### config.mk
export PLATFORM = sky130hd
export DESIGN_NAME = calc_input_seq
export DESIGN_NICKNAME = d
export VERILOG_FILES = /design/src/rtl/calc_input_seq.sv
export SDC_FILE = /design/constraint.sdc
export NUM_CORES = 1
export LEC_CHECK = 0
export CAP_MARGIN = 10
export CORE_MARGIN = 1.5
export CORE_UTILIZATION = 48
export CTS_BUF_LIST = sky130_fd_sc_hd__clkbuf_2
export CTS_CLUSTER_DIAMETER = 200
export DETAILED_ROUTE_END_ITERATION = 16
export PLACE_DENSITY = 0.87
export SLEW_MARGIN = 20
export SYNTH_ARGS = -nofsm -noshare
export SYNTH_HDL_FRONTEND = slang
export SYNTH_SLANG_ARGS = --single-unit
### constraint.sdc
create_clock -name clk -period 1.7 [get_ports clk]
set_input_delay 0.34 -clock clk [delete_from_list [all_inputs] [get_ports clk]]
set_output_delay 0.34 -clock clk [all_outputs]
set_load 0.1 [all_outputs]
### src/rtl/calc_input_seq.sv
// calc_input_seq -- operand/operation entry sequencer for a switch-and-button
// calculator front end.
//
// The user loads operand A, operand B and an operation code from the switches,
// advancing with btn_next; btn_clear aborts and zeroes everything. Both buttons
// are synchronized (2 flops), optionally debounced, and reduced to a one-cycle
// press pulse on each rising edge of the stable level.
//
// Build option:
//   CALC_SEQ_DEBOUNCE_EN  defined   -> per-button debouncer, level accepted after
//                                      DEBOUNCE_CYCLES consecutive differing cycles
//                         undefined -> stable level is the synchronized level and
//                                      DEBOUNCE_CYCLES is ignored
//
// Ports:
//   clk        system clock, rising edge
//   rst_n      asynchronous active-low reset
//   sw         [N-1:0] operand switches
//   sel_sw     [3:0]   operation-select switches
//   btn_next   raw push button, advances the sequence
//   btn_clear  raw push button, aborts and clears
//   a, b       [N-1:0] registered operands
//   seleccion  [3:0]   registered operation code (0..9)
//   valid      a, b, seleccion form a complete operation
//   op_err     an illegal operation code was rejected
//   state      [1:0]   FSM state encoding for LED display
module calc_input_seq #(
    parameter int N               = 4,
    parameter int DEBOUNCE_CYCLES = 500000
) (
    input  logic         clk,
    input  logic         rst_n,
    input  logic [N-1:0] sw,
    input  logic [3:0]   sel_sw,
    input  logic         btn_next,
    input  logic         btn_clear,
    output logic [N-1:0] a,
    output logic [N-1:0] b,
    output logic [3:0]   seleccion,
    output logic         valid,
    output logic         op_err,
    output logic [1:0]   state
);

    typedef enum logic [1:0] {
        LOAD_A  = 2'b00,
        LOAD_B  = 2'b01,
        LOAD_OP = 2'b10,
        SHOW    = 2'b11
    } state_t;

    state_t state_q, state_d;

    logic [N-1:0] a_d, b_d;
    logic [3:0]   sel_d;
    logic         valid_d, op_err_d;

    // Button vectors: bit 0 = next, bit 1 = clear.
    logic [1:0] sync1, sync2;
    logic [1:0] stable, stable_prev;
    logic [1:0] press;

    always_ff @(posedge clk or negedge rst_n) begin
        if (!rst_n) begin
            sync1       <= '0;
            sync2       <= '0;
            stable_prev <= '0;
        end else begin
            sync1       <= {btn_clear, btn_next};
            sync2       <= sync1;
            stable_prev <= stable;
        end
    end

`ifdef CALC_SEQ_DEBOUNCE_EN
    localparam int CW = (DEBOUNCE_CYCLES > 1) ? $clog2(DEBOUNCE_CYCLES) : 1;
    localparam logic [CW-1:0] CNT_LAST = CW'(DEBOUNCE_CYCLES - 1);

    logic [CW-1:0] cnt [2];

    // The counter tracks how long the synchronized level has disagreed with the
    // accepted level; any agreeing cycle restarts the count.
    always_ff @(posedge clk or negedge rst_n) begin
        if (!rst_n) begin
            stable <= '0;
            for (int unsigned i = 0; i < 2; i++) begin
                cnt[i] <= '0;
            end
        end else begin
            for (int unsigned i = 0; i < 2; i++) begin
                if (sync2[i] != stable[i]) begin
                    if (cnt[i] == CNT_LAST) begin
                        stable[i] <= sync2[i];
                        cnt[i]    <= '0;
                    end else begin
                        cnt[i] <= cnt[i] + CW'(1);
                    end
                end else begin
                    cnt[i] <= '0;
                end
            end
        end
    end
`else
    assign stable = sync2;
`endif

    // Rising edge of the stable level only; releases and held levels give nothing.
    always_comb begin
        press = stable & ~stable_prev;
    end

    always_ff @(posedge clk or negedge rst_n) begin
        if (!rst_n) begin
            state_q   <= LOAD_A;
            a         <= '0;
            b         <= '0;
            seleccion <= '0;
            valid     <= 1'b0;
            op_err    <= 1'b0;
        end else begin
            state_q   <= state_d;
            a         <= a_d;
            b         <= b_d;
            seleccion <= sel_d;
            valid     <= valid_d;
            op_err    <= op_err_d;
        end
    end

    always_comb begin
        state_d  = state_q;
        a_d      = a;
        b_d      = b;
        sel_d    = seleccion;
        valid_d  = valid;
        op_err_d = op_err;

        // Clear has priority; a simultaneous next press is dropped.
        if (press[1]) begin
            state_d  = LOAD_A;
            a_d      = '0;
            b_d      = '0;
            sel_d    = '0;
            valid_d  = 1'b0;
            op_err_d = 1'b0;
        end else if (press[0]) begin
            unique case (state_q)
                LOAD_A: begin
                    a_d     = sw;
                    state_d = LOAD_B;
                end
                LOAD_B: begin
                    b_d     = sw;
                    state_d = LOAD_OP;
                end
                LOAD_OP: begin
                    if (sel_sw <= 4'd9) begin
                        sel_d    = sel_sw;
                        op_err_d = 1'b0;
                        valid_d  = 1'b1;
                        state_d  = SHOW;
                    end else begin
                        op_err_d = 1'b1;
                    end
                end
                SHOW: begin
                    valid_d = 1'b0;
                    state_d = LOAD_A;
                end
                default: state_d = LOAD_A;
            endcase
        end
    end

    assign state = state_q;

endmodule

==> metrics.md <==
| Metric | Value |
|---|---|
| Maximum Capacitance Violations | `0` |
| Worst slew margin | `81.4%` |
| Syn Area/Cell | `10.6 sq um` |
| Initial antenna violation count | `0` |
| Nets | `140` |
| Max H-tree Level | `1` |
| RSZ-0062 raised after global routing | `no` |
| Overall Global Routing Usage | `21.8%` |
| Combinational power share | `47.5%` |
| Io pins | `28` |
| Final hold vios | `0` |
| Power share of the sequential group | `39.9%` |
| CTS Root Cell | `clkbuf_2` |
| Number of global-route vias before repair | `797` |
| Fin crit period | `1.52 ns` |
| Worst Hold Class | `in2async` |
| # rows | `16` |
| First-pass GRT wire length | `3.38 mm` |
| DIE AREA | `2280 sq um` |
| Outcome | `completed` |
| Clock Skew | `0.00213 ns` |
| Overflow after GRT | `0` |
| Starting density of the core | `50.1%` |
| Critical Path Start | `state[0]` |
| Post-CTS setup buffer count | `0` |
| Cells along the critical path | `inv_1, ha_1, nand3b_1, o21ai_0, a21oi_1` |
| Flops & latches, synth | `22` |
| Internal power | `909 uW` |
| CP Data Required Time | `1.94 ns` |
| Leakage | `0.619 nW` |
| Inserted Clock Buffers | `3` |
| Final setup violation count | `0` |
| Hold WS | `0.317 ns` |
| CTS tree | `built` |
| PostCTS Resize Cnt | `0` |
| NetSw | `735 uW` |
| YS warnings | `0` |
| Routed wire per std cell | `14.3 um` |
| CTS sink cnt | `22` |
| Clock latency on the worst-skew pair | `0.33 ns` |
| TritonRoute pass-1 iters | `4` |
| Startpoint Class | `flip-flop` |
| Gpl congestion | `0.782` |
| Antenna diodes | `0` |
| CP max FO | `6` |
| Clk pwr share | `12.6%` |
| Synth Cell Area | `962 sq um` |
| Ranking of synthesized cells by area | `dfrtp_1, a21oi_1, ha_1` |
| Routed Antenna Nets | `0` |
| DR iter-0 viols | `15` |
| Fin crit share | `89.5%` |
| HPWL after detailed placement | `1.64 mm` |
| Final instance area | `1450 sq um` |
| CP peak stage delay | `0.50 ns` |
| Max Freq | `657 MHz` |
| Die Wd | `47.8 um` |
| Worst setup path class | `reg2reg` |
| Final Util | `75.3%` |
| Area Overhead vs Synth | `50.3%` |
| Routed via count | `796` |
| Share of layout cells above drive strength 1 | `21.3%` |
| PortBufs | `27` |
| Syn nets | `108` |
| Critical Path Sink Type | `flip-flop` |
| PwrDens | `1140 nW/um^2` |
| Routed WL | `2.13 mm` |
| Critical Path Slowest Stage Cell | `dfrtp_2` |
| CTS Buffer Depth | `2` |
| Count of cell types in the netlist | `21` |
| CORE AREA | `1920 sq um` |
| Synth top area share | `57.2%` |
| Yosys top cell by area | `dfrtp_1` |
| Hold_buf cts | `0` |
| Arr. time, crit path | `1.76 ns` |
| Critical R2R Launch | `state[0]` |
| Sequential-to-total area share from yosys stat | `57.2%` |
| Placed cell areas | `1430 sq um` |
| Worst-Margin Slew | `0.276 ns` |
| Clock Pin Slew Worst Setup and Hold Paths | `0.19 ns` |
| Final Max Tran Viols | `0` |
| Die height | `47.8 um` |
| Drt via density | `5.34` |
| # DRC | `0` |
| Peak supply drop | `658 uV` |
| Setup TNS | `0 ns` |
| Cells after Synth | `91` |
| Switching fraction of total power | `44.7%` |
| Largest net degree at the start of global routing | `23` |
==> logic make-up (layout without fill, tap and decap cells) <==
kind of cell | count (synthesis) | in the layout | share of synthesized area [%]
simple gates | 35 | 35 | 19.1
compound gates | 23 | 23 | 13.3
flops | 22 | 22 | 57.2
fa+ha+maj | 5 | 5 | 6.50
buf+inv | 5 | 36 | 2.86
mux | 1 | 1 | 1.04
==> worst paths after layout <==
| check | endpoint | slack, ns | depth (start not counted) |
|---|---|---|---|
| setup / recovery | seleccion[1] | 0.18 | 5 |
| setup reg to reg | seleccion[1] | 0.18 | 5 |
| hold reg to reg | stable[0] | 0.38 | 0 |
| hold / removal | b[2] | 0.32 | 2 |
| max in group asynchronous | state[1] | 1.16 | 2 |
| min in group clk | stable[0] | 0.38 | 0 |
==> layer usage <==
metal	wire, um	track usage, %	part of all wire [%]
met1	847	27.1	40
met2	1150	34.4	54
met3	86	5.66	4.0
met4	36	11.9	1.7
met5	0	0	0
==> area by class of cell <==
type                       count  area, sq um
clock inverter                 1         3.75
multi-input combinational     64          384
fill                         128          475
timing repair buffer          29          445
inverter                       3         11.3
clock buffer                   3         15.0
tap                           27         33.8
sequential                    22          553
==> Yosys cell counts <==
| cell | count |
|---|---|
| nand2_1 | 12 |
| buf_2 | 1 |
| ha_1 | 5 |
| o21a_1 | 2 |
| buf_6 | 1 |
| nand2b_1 | 2 |
| nor2b_4 | 1 |
| nor2_1 | 2 |
| nand4_1 | 1 |
| o221a_2 | 1 |
| nand3b_1 | 3 |
| inv_1 | 3 |
| nand3_1 | 12 |
| and3b_2 | 1 |
| a21oi_1 | 14 |
| nor2b_1 | 1 |
| o21ai_1 | 1 |
| mux2i_1 | 1 |
| o21ai_0 | 4 |
| a31oi_1 | 1 |
| dfrtp_1 | 22 |
==> through the flow <==
step	std cells	worst slack [ns]	total power [mW]
2_1_floorplan	91	0.0161	1.13
3_3_place_gp	145	0.160	1.43
3_5_place_dp	145	0.0808	1.45
4_1_cts	149	0.175	1.65
5_1_grt	149	0.0346	1.71
6_report	149	0.178	1.64
==> layout by cell type (no fill, tap or decap) <==
cell | synthesis | layout
a21oi_1 | 14 | 14
buf_12 | 0 | 16
o21a_1 | 2 | 2
dfrtp_2 | 0 | 2
nand2b_1 | 2 | 2
inv_1 | 3 | 3
and3b_2 | 1 | 1
nor2b_1 | 1 | 1
clkinv_1 | 0 | 1
ha_1 | 5 | 5
nor2b_4 | 1 | 1
clkbuf_2 | 0 | 3
o221a_2 | 1 | 1
mux2i_1 | 1 | 1
nand3_1 | 12 | 12
nand2_1 | 12 | 12
clkdlybuf4s50_1 | 0 | 11
buf_4 | 0 | 2
o21ai_0 | 4 | 4
dfrtp_1 | 22 | 20
nor2_1 | 2 | 2
a31oi_1 | 1 | 1
nand4_1 | 1 | 1
nand3b_1 | 3 | 3
o21ai_1 | 1 | 1
==> registers in the layout, summed over array words and instances (netlist names) <==
register,flops
stable_prev,2
sync1,2
a,4
state,2
op_err,1
seleccion,4
valid,1
stable,2
b,4
==> power by group through the flow <==
| stage | registers [mW] | clock network (mW) | logic (mW) |
|---|---|---|---|
| final | 0.656 | 0.207 | 0.781 |
| after global routing | 0.664 | 0.232 | 0.819 |
| after CTS | 0.657 | 0.211 | 0.784 |
| after detailed placement | 0.665 | 0 | 0.782 |
| after global placement | 0.661 | 0 | 0.766 |
| after floorplan | 0.987 | 0 | 0.138 |
==> critical path, delay by kind of cell, from the launching register on <==
family	cells	cell delay, ns
flops	1	0.50
compound gates	2	0.33
fa+ha+maj	1	0.26
simple gates	1	0.21
buf+inv	1	0.13
Note: power is estimated with default switching activity, not from simulation.
